===== config.mk =====
export PLATFORM = sky130hd
export DESIGN_NAME = spi_master_fifo_rd
export DESIGN_NICKNAME = d
export VERILOG_FILES = /design/src/rtl/spi_pkg.sv /design/src/rtl/spi_clk_div.sv /design/src/rtl/spi_master_fifo_rd.sv
export SDC_FILE = /design/constraint.sdc
export NUM_CORES = 1
export LEC_CHECK = 0
export CAP_MARGIN = 20
export CELL_PAD_IN_SITES_DETAIL_PLACEMENT = 0
export CELL_PAD_IN_SITES_GLOBAL_PLACEMENT = 1
export CORE_ASPECT_RATIO = 0.8
export CORE_MARGIN = 5
export CORE_UTILIZATION = 30
export CTS_CLUSTER_SIZE = 40
export DETAILED_ROUTE_END_ITERATION = 8
export GPL_ROUTABILITY_DRIVEN = 0
export PLACE_DENSITY = 0.61
export SETUP_SLACK_MARGIN = 0.2
export SLEW_MARGIN = 20
export SYNTH_ARGS = -nofsm -noshare
export SYNTH_HDL_FRONTEND = slang
export SYNTH_SLANG_ARGS = --single-unit

===== constraint.sdc =====
create_clock -name rd_clk -period 2.9 [get_ports rd_clk]
set_input_delay 0.58 -clock rd_clk [delete_from_list [all_inputs] [get_ports rd_clk]]
set_output_delay 0.58 -clock rd_clk [all_outputs]
set_load 0.02 [all_outputs]

===== src/rtl/spi_pkg.sv =====
// Shared types and constants for the rd_clk-domain SPI master that drains the byte FIFO.
package spi_pkg;
    localparam int SPI_DATA_W = 8;
    localparam logic SPI_CPOL = 1'b0;
    localparam logic SPI_CPHA = 1'b0;

    typedef enum logic [2:0] {
        IDLE,
        POP,
        LOAD,
        SHIFT,
        HOLD
    } state_t;
endpackage


===== src/rtl/spi_clk_div.sv =====
// Half-period tick generator: one-cycle tick every CLK_DIV cycles, restarted by clr.
module spi_clk_div #(
    parameter int CLK_DIV = 4
) (
    input  logic rd_clk,
    input  logic PresetFull,
    input  logic clr,
    output logic tick
);
    logic [7:0] cnt_q, cnt_d;
    logic       at_end;

    assign at_end = (cnt_q == 8'(CLK_DIV - 1));
    assign tick   = at_end && !clr;

    always_comb begin
        cnt_d = cnt_q + 8'd1;
        if (clr || at_end) cnt_d = '0;
    end

    always_ff @(posedge rd_clk or posedge PresetFull) begin
        if (PresetFull) cnt_q <= '0;
        else            cnt_q <= cnt_d;
    end
endmodule


===== src/rtl/spi_master_fifo_rd.sv =====
// SPI mode-0 master popping bytes from the FIFO read port; cs_n stays low across
// back-to-back bytes and each received byte is strobed out on rx_valid.
module spi_master_fifo_rd
    import spi_pkg::*;
#(
    parameter int CLK_DIV = 4,
    parameter int DATA_W  = SPI_DATA_W
) (
    input  logic              rd_clk,
    input  logic              PresetFull,
    input  logic              enable,
    input  logic              fifo_empty,
    input  logic [DATA_W-1:0] fifo_dout,
    output logic              fifo_rd_en,
    output logic              sclk,
    output logic              mosi,
    output logic              cs_n,
    input  logic              miso,
    output logic [DATA_W-1:0] rx_data,
    output logic              rx_valid,
    output logic              busy
);
    localparam int CNT_W = $clog2(2 * DATA_W);
    localparam logic [CNT_W-1:0] LAST_EDGE = CNT_W'(2 * DATA_W - 1);

    state_t            state_q, state_d;
    logic [DATA_W-1:0] tx_sr_q, tx_sr_d;
    logic [DATA_W-1:0] rx_sr_q, rx_sr_d;
    logic [CNT_W-1:0]  edge_cnt_q, edge_cnt_d;
    logic              sclk_q, sclk_d;
    logic              mosi_q, mosi_d;
    logic              cs_n_q, cs_n_d;
    logic              rd_en_q, rd_en_d;
    logic [DATA_W-1:0] rx_data_q, rx_data_d;
    logic              rx_valid_q, rx_valid_d;
    logic              busy_q, busy_d;
    logic              tick, div_clr, can_pop, capture_edge;

    // Divider free-runs only while a byte is on the wire (SHIFT) or in its cs_n hold.
    assign div_clr = (state_q != SHIFT) && (state_q != HOLD);

    spi_clk_div #(.CLK_DIV(CLK_DIV)) u_clk_div (
        .rd_clk    (rd_clk),
        .PresetFull(PresetFull),
        .clr       (div_clr),
        .tick      (tick)
    );

    assign can_pop      = enable && !fifo_empty;
    assign capture_edge = (sclk_q == SPI_CPOL) ^ SPI_CPHA;

    always_comb begin
        state_d    = state_q;
        tx_sr_d    = tx_sr_q;
        rx_sr_d    = rx_sr_q;
        edge_cnt_d = edge_cnt_q;
        sclk_d     = sclk_q;
        mosi_d     = mosi_q;
        cs_n_d     = cs_n_q;
        rd_en_d    = 1'b0;
        rx_data_d  = rx_data_q;
        rx_valid_d = 1'b0;
        unique case (state_q)
            IDLE: begin
                if (can_pop) begin
                    rd_en_d = 1'b1;
                    state_d = POP;
                end
            end
            POP: state_d = LOAD;
            LOAD: begin
                tx_sr_d    = fifo_dout;
                cs_n_d     = 1'b0;
                sclk_d     = SPI_CPOL;
                mosi_d     = fifo_dout[DATA_W-1];
                edge_cnt_d = '0;
                state_d    = SHIFT;
            end
            SHIFT: begin
                if (tick) begin
                    sclk_d     = !sclk_q;
                    edge_cnt_d = edge_cnt_q + 1'b1;
                    if (capture_edge) begin
                        rx_sr_d = {rx_sr_q[DATA_W-2:0], miso};
                    end else if (edge_cnt_q != LAST_EDGE) begin
                        // Last falling edge leaves bit0 on mosi.
                        tx_sr_d = tx_sr_q << 1;
                        mosi_d  = tx_sr_q[DATA_W-2];
                    end
                    if (edge_cnt_q == LAST_EDGE) state_d = HOLD;
                end
            end
            HOLD: begin
                if (tick) begin
                    rx_data_d  = rx_sr_q;
                    rx_valid_d = 1'b1;
                    if (can_pop) begin
                        rd_en_d = 1'b1;
                        state_d = POP;
                    end else begin
                        cs_n_d  = 1'b1;
                        mosi_d  = 1'b0;
                        state_d = IDLE;
                    end
                end
            end
            default: state_d = IDLE;
        endcase
        busy_d = (state_d != IDLE);
    end

    always_ff @(posedge rd_clk or posedge PresetFull) begin
        if (PresetFull) begin
            state_q    <= IDLE;
            tx_sr_q    <= '0;
            rx_sr_q    <= '0;
            edge_cnt_q <= '0;
            sclk_q     <= SPI_CPOL;
            mosi_q     <= 1'b0;
            cs_n_q     <= 1'b1;
            rd_en_q    <= 1'b0;
            rx_data_q  <= '0;
            rx_valid_q <= 1'b0;
            busy_q     <= 1'b0;
        end else begin
            state_q    <= state_d;
            tx_sr_q    <= tx_sr_d;
            rx_sr_q    <= rx_sr_d;
            edge_cnt_q <= edge_cnt_d;
            sclk_q     <= sclk_d;
            mosi_q     <= mosi_d;
            cs_n_q     <= cs_n_d;
            rd_en_q    <= rd_en_d;
            rx_data_q  <= rx_data_d;
            rx_valid_q <= rx_valid_d;
            busy_q     <= busy_d;
        end
    end

    assign fifo_rd_en = rd_en_q;
    assign sclk       = sclk_q;
    assign mosi       = mosi_q;
    assign cs_n       = cs_n_q;
    assign rx_data    = rx_data_q;
    assign rx_valid   = rx_valid_q;
    assign busy       = busy_q;
endmodule


==> reports/qor.yml, run 1 <==
setup_path:
  reg2regPathDepth: 5
  critPathCaptureType: "register"
  critPathLaunchType: "register"
  regToRegSetupSlack_ns: 0.53
  worstPathMaxFanout: 8
  crit_required_ns: 3.08
  criticalPathCategory: "reg2reg"
  regToRegEndpoint: "rx_sr_q[5]"
  crit_arrival_ns: 2.55
  rr_startpoint: "u_clk_div.cnt_q[0]"
clocking:
  path_clk_slew_ns: 0.09
  clkSinkCount: 44
  root_buffer: "clkbuf_8"
  postCtsSetupBuffers: 0
  clock_latency_ns: 0.30
  post_cts_resized: 0
  ctsHoldBuffers: 0
  cts_tree: "yes"
  cts-buffers-inserted: 5
  clockBufferDepth: 2
  cts_htree_levels: 2
logic_synthesis:
  synthTopCellsByArea: "dfrtp_1 53%, mux2_2 11%, mux2_4 5.9%"
  avgSynthCellArea_um2: 12.16
  ys_types: 40
  ys_warn_count: 0
  yosysTopAreaCell: "dfrtp_1"
  synth_top_cell_area_share_pct: 52.66
  synthesis.instances: 168
  synth_nets: 183
  synth_area_um2: 2043
  ys_seq_elements: 44
  yosysSeqAreaShare_pct: 53.95
die:
  fp.dieW_um: 102.3
  die-area_um2: 8571
  io_pins: 27
  start_util_pct: 31.40
  core-area_um2: 6506
  die_h_um: 83.82
  fp-row-count: 26
global_routing:
  antenna_found_initial: 0
  grt_pass1_wl_mm: 6.672
  grt_max_degree: 29
  grt-ovfl-total: 0
  grt_util_all_layers_pct: 10.03
  first_global_vias: 1328
min_path:
  holdPathStages: 2
  hold_class: "reg2reg"
  min_from: "cs_n"
  hold_end: "cs_n"
placement:
  dp_hpwl_mm: 2.839
  numPortBuffers: 26
finish:
  final_nets: 212
  drive_above_1_share_pct: 24.24
  area_growth_pct: 23.33
  antenna_cells: 0
timing:
  finalSetupViolCount: 0
  finalHoldViolCount: 0
  worst_pin_slew_ns: 0.7064
  slew_viol_final: 0
  period_minus_slack_ns: 2.366
  tns_ns: 0
  rsz0062_at_grt: "false"
  fmax_ghz: 0.4227
  finalCritPeriodShare_pct: 81.58
  skew_ns: 0.01000
  whs_ns: 0.4916
  slew_headroom_pct: 52.86
routing:
  num_vias: 1355
  wl_per_cell_um: 13.98
  highest_layer: "met4"
  first_pass_iters: 4
  wl_met1_mm: 1.904
  drc: 0
  ant_nets: 0
  wl_mm: 3.942
  wl_met2_mm: 1.757
  vias_per_cell: 4.805
  met3_length_um: 235
  drtIter0Drc: 85
power_and_ir_drop:
  power.share.sequential_pct: 46.9
  irDropWorstVdd_uv: 226.3
  swShare_pct: 31.52
  leakage_uw: 0.001159
  cellInternalPower_uw: 1364
  p_clk_share_pct: 24.2
  p_per_area_nw_per_um2: 790.3
  comb_power_share_pct: 28.8
  power.switching_uw: 627.7
status:
  status: "completed"
run:
  drv_cap: 0
==> critical path, stage by stage (launching register included) <==
cell	delay [ns]
dfrtp_1	0.41
ha_1	0.24
nor3b_2	0.52
nand2_4	0.13
or3_1	0.58
mux2_4	0.37
==> synth_stat cells (all sizes together) <==
cell type,count
o31a,1
nor2b,1
buf,2
nand2,11
ha,2
a31oi,1
mux2i,4
nand3,8
a211oi,1
a221oi,1
a22oi,1
mux2,28
nor3b,1
xor2,5
a22o,2
and3,3
xnor2,1
nor2,14
clkbuf,4
dfstp,1
nand2b,2
nand3b,2
nor4,1
nand4bb,1
or3,2
inv,6
a21oi,5
nand4,1
o31ai,1
dfrtp,43
or3b,1
o21ai,10
and2,1
==> metal layers <==
| layer | global-route usage [%] | vias to the layer above |
|---|---|---|
| li1 | - | 644 |
| met1 | 14.18 | 674 |
| met2 | 13.69 | 33 |
| met3 | 3.509 | 4 |
| met4 | 4.291 | 0 |
| met5 | 0 | - |
==> through the flow <==
| stage | util (%) | power (µW) | cells | instance area [µm²] | worst slack, ns |
|---|---|---|---|---|---|
| global placement | 36.96 | 1500 | 274 | 2405 | 0.6191 |
| finish | 38.73 | 1991 | 282 | 2520 | 0.5342 |
| global route | 38.73 | 2123 | 282 | 2520 | 0.3872 |
| floorplan | - | 1363 | 168 | 2043 | 0.8607 |
| CTS | 38.73 | 2018 | 282 | 2520 | 0.5407 |
| detailed placement | 36.96 | 1530 | 274 | 2405 | 0.5597 |
==> cell usage in the layout, fill, tap and decap left out, types with 2 or more instances in the layout <==
| master | instances |
|---|---|
| nand2_1 | 10 |
| nor2_1 | 14 |
| nand3_1 | 7 |
| nand3b_1 | 2 |
| a22o_1 | 2 |
| clkdlybuf4s50_1 | 26 |
| and3_1 | 2 |
| mux2i_1 | 4 |
| nand2b_1 | 2 |
| a21oi_1 | 4 |
| mux2_4 | 8 |
| mux2_2 | 20 |
| clkbuf_8 | 5 |
| dfrtp_1 | 43 |
| inv_1 | 6 |
| o21ai_0 | 10 |
| xor2_1 | 5 |
| ha_1 | 2 |
==> power groups by stage <==
stage | Combinational (µW) | Clock (µW) | Sequential [µW]
2_1_floorplan | 437 | 0 | 926
3_3_place_gp | 559 | 0 | 941
6_report | 574 | 483 | 934
5_1_grt | 640 | 523 | 960
3_5_place_dp | 579 | 0 | 951
4_1_cts | 583 | 496 | 939
==> flip-flops by register name (all words and copies together) (netlist names) <==
| signal | flops |
|---|---|
| cs_n | 1 |
| busy | 1 |
| rx_data | 8 |
| edge_cnt_q | 4 |
| u_clk_div.cnt_q | 8 |
| mosi | 1 |
| rx_valid | 1 |
| rx_sr_q | 8 |
| state_q | 3 |
| fifo_rd_en | 1 |
| tx_sr_q | 7 |
| sclk | 1 |
==> logic make-up (layout without fill, tap and decap cells) <==
kind of cell	Yosys count	count (layout)	synth area share, %
muxes	32	32	18.86
adders and majority gates	2	2	1.225
xor gates and xnor gates	6	6	2.572
and+or+nand+nor	49	49	13.72
buffers and inverters	12	42	2.633
AOI/OAI and AO/OA	23	23	7.043
DFF	44	44	53.95
==> worst max path at each step <==
stage                       startpoint  depth (start not counted)  slack (ns)         end
floorplan           u_clk_div.cnt_q[0]                          6        0.86  rx_sr_q[0]
global placement    u_clk_div.cnt_q[0]                          5        0.62  rx_sr_q[0]
detailed placement  u_clk_div.cnt_q[0]                          5        0.56  rx_sr_q[5]
CTS                 u_clk_div.cnt_q[0]                          5        0.54  rx_sr_q[5]
global route        u_clk_div.cnt_q[0]                          5        0.39  rx_data[1]
finish              u_clk_div.cnt_q[0]                          5        0.53  rx_sr_q[5]
==> area by class of cell <==
class,count,area (µm²)
multi-input combinational,112,887.1
sequential,44,1102
fill,635,3986
clock buffer,5,68.82
tap,84,105.1
timing repair buffer,28,287.8
clock inverter,3,46.29
inverter,6,22.52
Power figures use the tool's default switching activity.
==> inputs of run 2 (changes only) <==
--- a/config.mk
+++ b/config.mk
@@ -14,7 +14,7 @@
 export CTS_CLUSTER_SIZE = 40
 export DETAILED_ROUTE_END_ITERATION = 8
 export GPL_ROUTABILITY_DRIVEN = 0
-export PLACE_DENSITY = 0.61
+export PLACE_DENSITY = 0.63
 export SETUP_SLACK_MARGIN = 0.2
 export SLEW_MARGIN = 20
 export SYNTH_ARGS = -nofsm -noshare
==> constraint.sdc (replaced) <==
create_clock -name rd_clk -period 2.1 [get_ports rd_clk]
set_input_delay 0.42 -clock rd_clk [delete_from_list [all_inputs] [get_ports rd_clk]]
set_output_delay 0.42 -clock rd_clk [all_outputs]
set_load 0.02 [all_outputs]
==> run 2 against run 1 <==
  * Register-to-register slack got worse by 0.29 ns
  * Largest power group unchanged
  * Sequential power increased by 40%
  * Wire length increased by 6.7%
  * Die area unchanged
  * Critical path type unchanged
  * Non-clock buffer count increased by 16
  * Combinational power increased by 78%
==> reports/qor.yml, run 2 (synthesis gave the netlist of run 1 again) <==
status:
  status: "completed"
die:
  die-area_um2: 8571  # unchanged
  start_util_pct: 31.40  # unchanged
  core-area_um2: 6506  # unchanged
  io_pins: 27  # unchanged
  fp.dieW_um: 102.3  # unchanged
  die_h_um: 83.82  # unchanged
  fp-row-count: 26  # unchanged
placement:
  numPortBuffers: 26  # unchanged
  dp_hpwl_mm: 2.894  # +1.9%
routing:
  first_pass_iters: 4  # unchanged
  num_vias: 1371  # +1.2%
  drtIter0Drc: 38  # -55%
  drc: 0  # unchanged
  vias_per_cell: 4.601  # -4.3%
  wl_mm: 4.208  # +6.7%
  ant_nets: 0  # unchanged
  wl_per_cell_um: 14.12  # +1.0%
finish:
  layout_common_cells: "42 x dfrtp_1, 26 x clkdlybuf4s50_1, 16 x buf_4"
  drive_above_1_share_pct: 30.84  # +6.6 points
  fill_cells: 639  # +0.63%
  final_common_cell: "dfrtp_1"
  antenna_cells: 0  # unchanged
  area_growth_pct: 31.72
  final_nets: 228  # +7.5%
clocking:
  cts_htree_levels: 2  # unchanged
  cts-buffers-inserted: 5  # unchanged
  root_buffer: "clkbuf_8"
  ctsHoldBuffers: 0  # unchanged
  cts_tree: "yes"
  clkSinkCount: 44  # unchanged
  path_clk_slew_ns: 0.08  # about the same
  clockBufferDepth: 2  # unchanged
  clock_latency_ns: 0.29  # about the same
global_routing:
  grt_max_degree: 45  # +55%
  met1_usage_pct: 15.85  # +1.7 points
  antenna_found_initial: 0  # unchanged
  grt_pass1_wl_mm: 7.051  # +5.7%
  grtUsageMet2_pct: 14.16  # +0.47 points
  grt_util_all_layers_pct: 10.60  # +0.57 points
  use_met3_pct: 2.924  # -0.58 points
  busiest_layer: "met1"
  grt-ovfl-total: 0  # unchanged
  first_global_vias: 1353  # +1.9%
setup_path:
  criticalPathCategory: "reg2reg"
  critPathLaunchType: "register"
  crit_required_ns: 2.28  # -0.80 ns
  worstPathMaxFanout: 7  # -1
  critPathCaptureType: "register"
  crit_arrival_ns: 2.04  # -0.51 ns
min_path:
  hold_class: "in2async"
power_and_ir_drop:
  comb_power_share_pct: 34.4  # +5.6 points
  power.switching_uw: 911.0  # +45%
  p_per_area_nw_per_um2: 1103  # +40%
  leakage_uw: 0.001255  # +8.3%
  swShare_pct: 30.70  # -0.82 points
  cellInternalPower_uw: 2056  # +51%
  p_clk_share_pct: 21.5  # -2.7 points
  power.share.sequential_pct: 44.0  # -2.9 points
  irDropWorstVdd_uv: 417.4  # +84%
timing:
  finalSetupViolCount: 0  # unchanged
  rsz0062_at_grt: "true"
  whs_ns: 0.4628  # -0.02877 ns
  fmax_ghz: 0.5399  # +28%
  period_minus_slack_ns: 1.852  # -0.5137 ns
  skew_ns: 0.003256  # -0.006747 ns
  tns_ns: 0  # unchanged
  finalHoldViolCount: 0  # unchanged
  slew_viol_final: 0  # unchanged
  slew_headroom_pct: 68.68  # +16 points
  worst_pin_slew_ns: 0.4697  # -0.2366 ns
  finalCritPeriodShare_pct: 88.20  # +6.6 points
run:
  drv_cap: 0  # unchanged
run 2: layout make-up:
type	count	area [µm²]	area share, %
repair buffers	44	411.6	15.30
clock inverters	2	35.03	1.302
multi-input cells	112	940.9	34.96
flip-flops and latches	44	1104	41.00
well taps	84	105.1	3.905
clock buffers	6	72.57	2.696
inverters	6	22.52	0.8368
run 2: worst max-delay path, stage by stage, from the launching register on:
cell	delay, ns
dfrtp_1	0.41
ha_4	0.16
nor3b_4	0.21
buf_4	0.15
nand4_1	0.16
a21oi_2	0.18
buf_6	0.17
mux2_4	0.31
run 2: path summary, 6_finish.rpt:
path                                     from         end  slack, ns  depth (start not counted)
setup / recovery           u_clk_div.cnt_q[0]  tx_sr_q[4]       0.25                          7
setup reg to reg           u_clk_div.cnt_q[0]  tx_sr_q[4]       0.25                          7
hold / removal                     PresetFull  rx_data[4]       0.46                          3
min in group rd_clk                      cs_n        cs_n       0.49                          2
hold reg to reg                          cs_n        cs_n       0.49                          2
max in group asynchronous          PresetFull        cs_n       1.37                          3
run 2: timing repair:
| action | CTS | global route |
|---|---|---|
| endpoints found under the hold margin | 0 | 0 |
| pin swaps | 2 | 4 |
| buffers inserted | 6 | 2 |
| setup endpoints to repair | 23 | 24 |
| gates resized for setup | 3 | 9 |
run 2: power by group through the flow:
| stage | combinational [µW] | sequential (µW) | clock, µW |
|---|---|---|---|
| after global routing | 1140 | 1350 | 698 |
| after floorplan | 614 | 1290 | 0 |
| final | 1020 | 1310 | 639 |
| after global placement | 854 | 1310 | 0 |
| after CTS | 963 | 1300 | 673 |
| after detailed placement | 861 | 1320 | 0 |
run 2: through the flow:
stage / instance area (µm²) / utilization [%] / std cells / setup WS, ns / total power [µW]
floorplan: 2052 / - / 168 / 0.1910 / 1900
finish: 2691 / 41.37 / 298 / 0.2479 / 2967
CTS: 2649 / 40.71 / 296 / 0.2184 / 2941
global placement: 2474 / 38.02 / 282 / 0.08100 / 2165
detailed placement: 2474 / 38.02 / 282 / 0.02747 / 2184
global route: 2691 / 41.37 / 298 / 0.1295 / 3180
run 2: layer usage:
metal,vias to the layer above,wire length (µm)
met2,29,1810
met1,663,2129
li1,675,-
met4,0,59
met3,4,208
met5,-,0
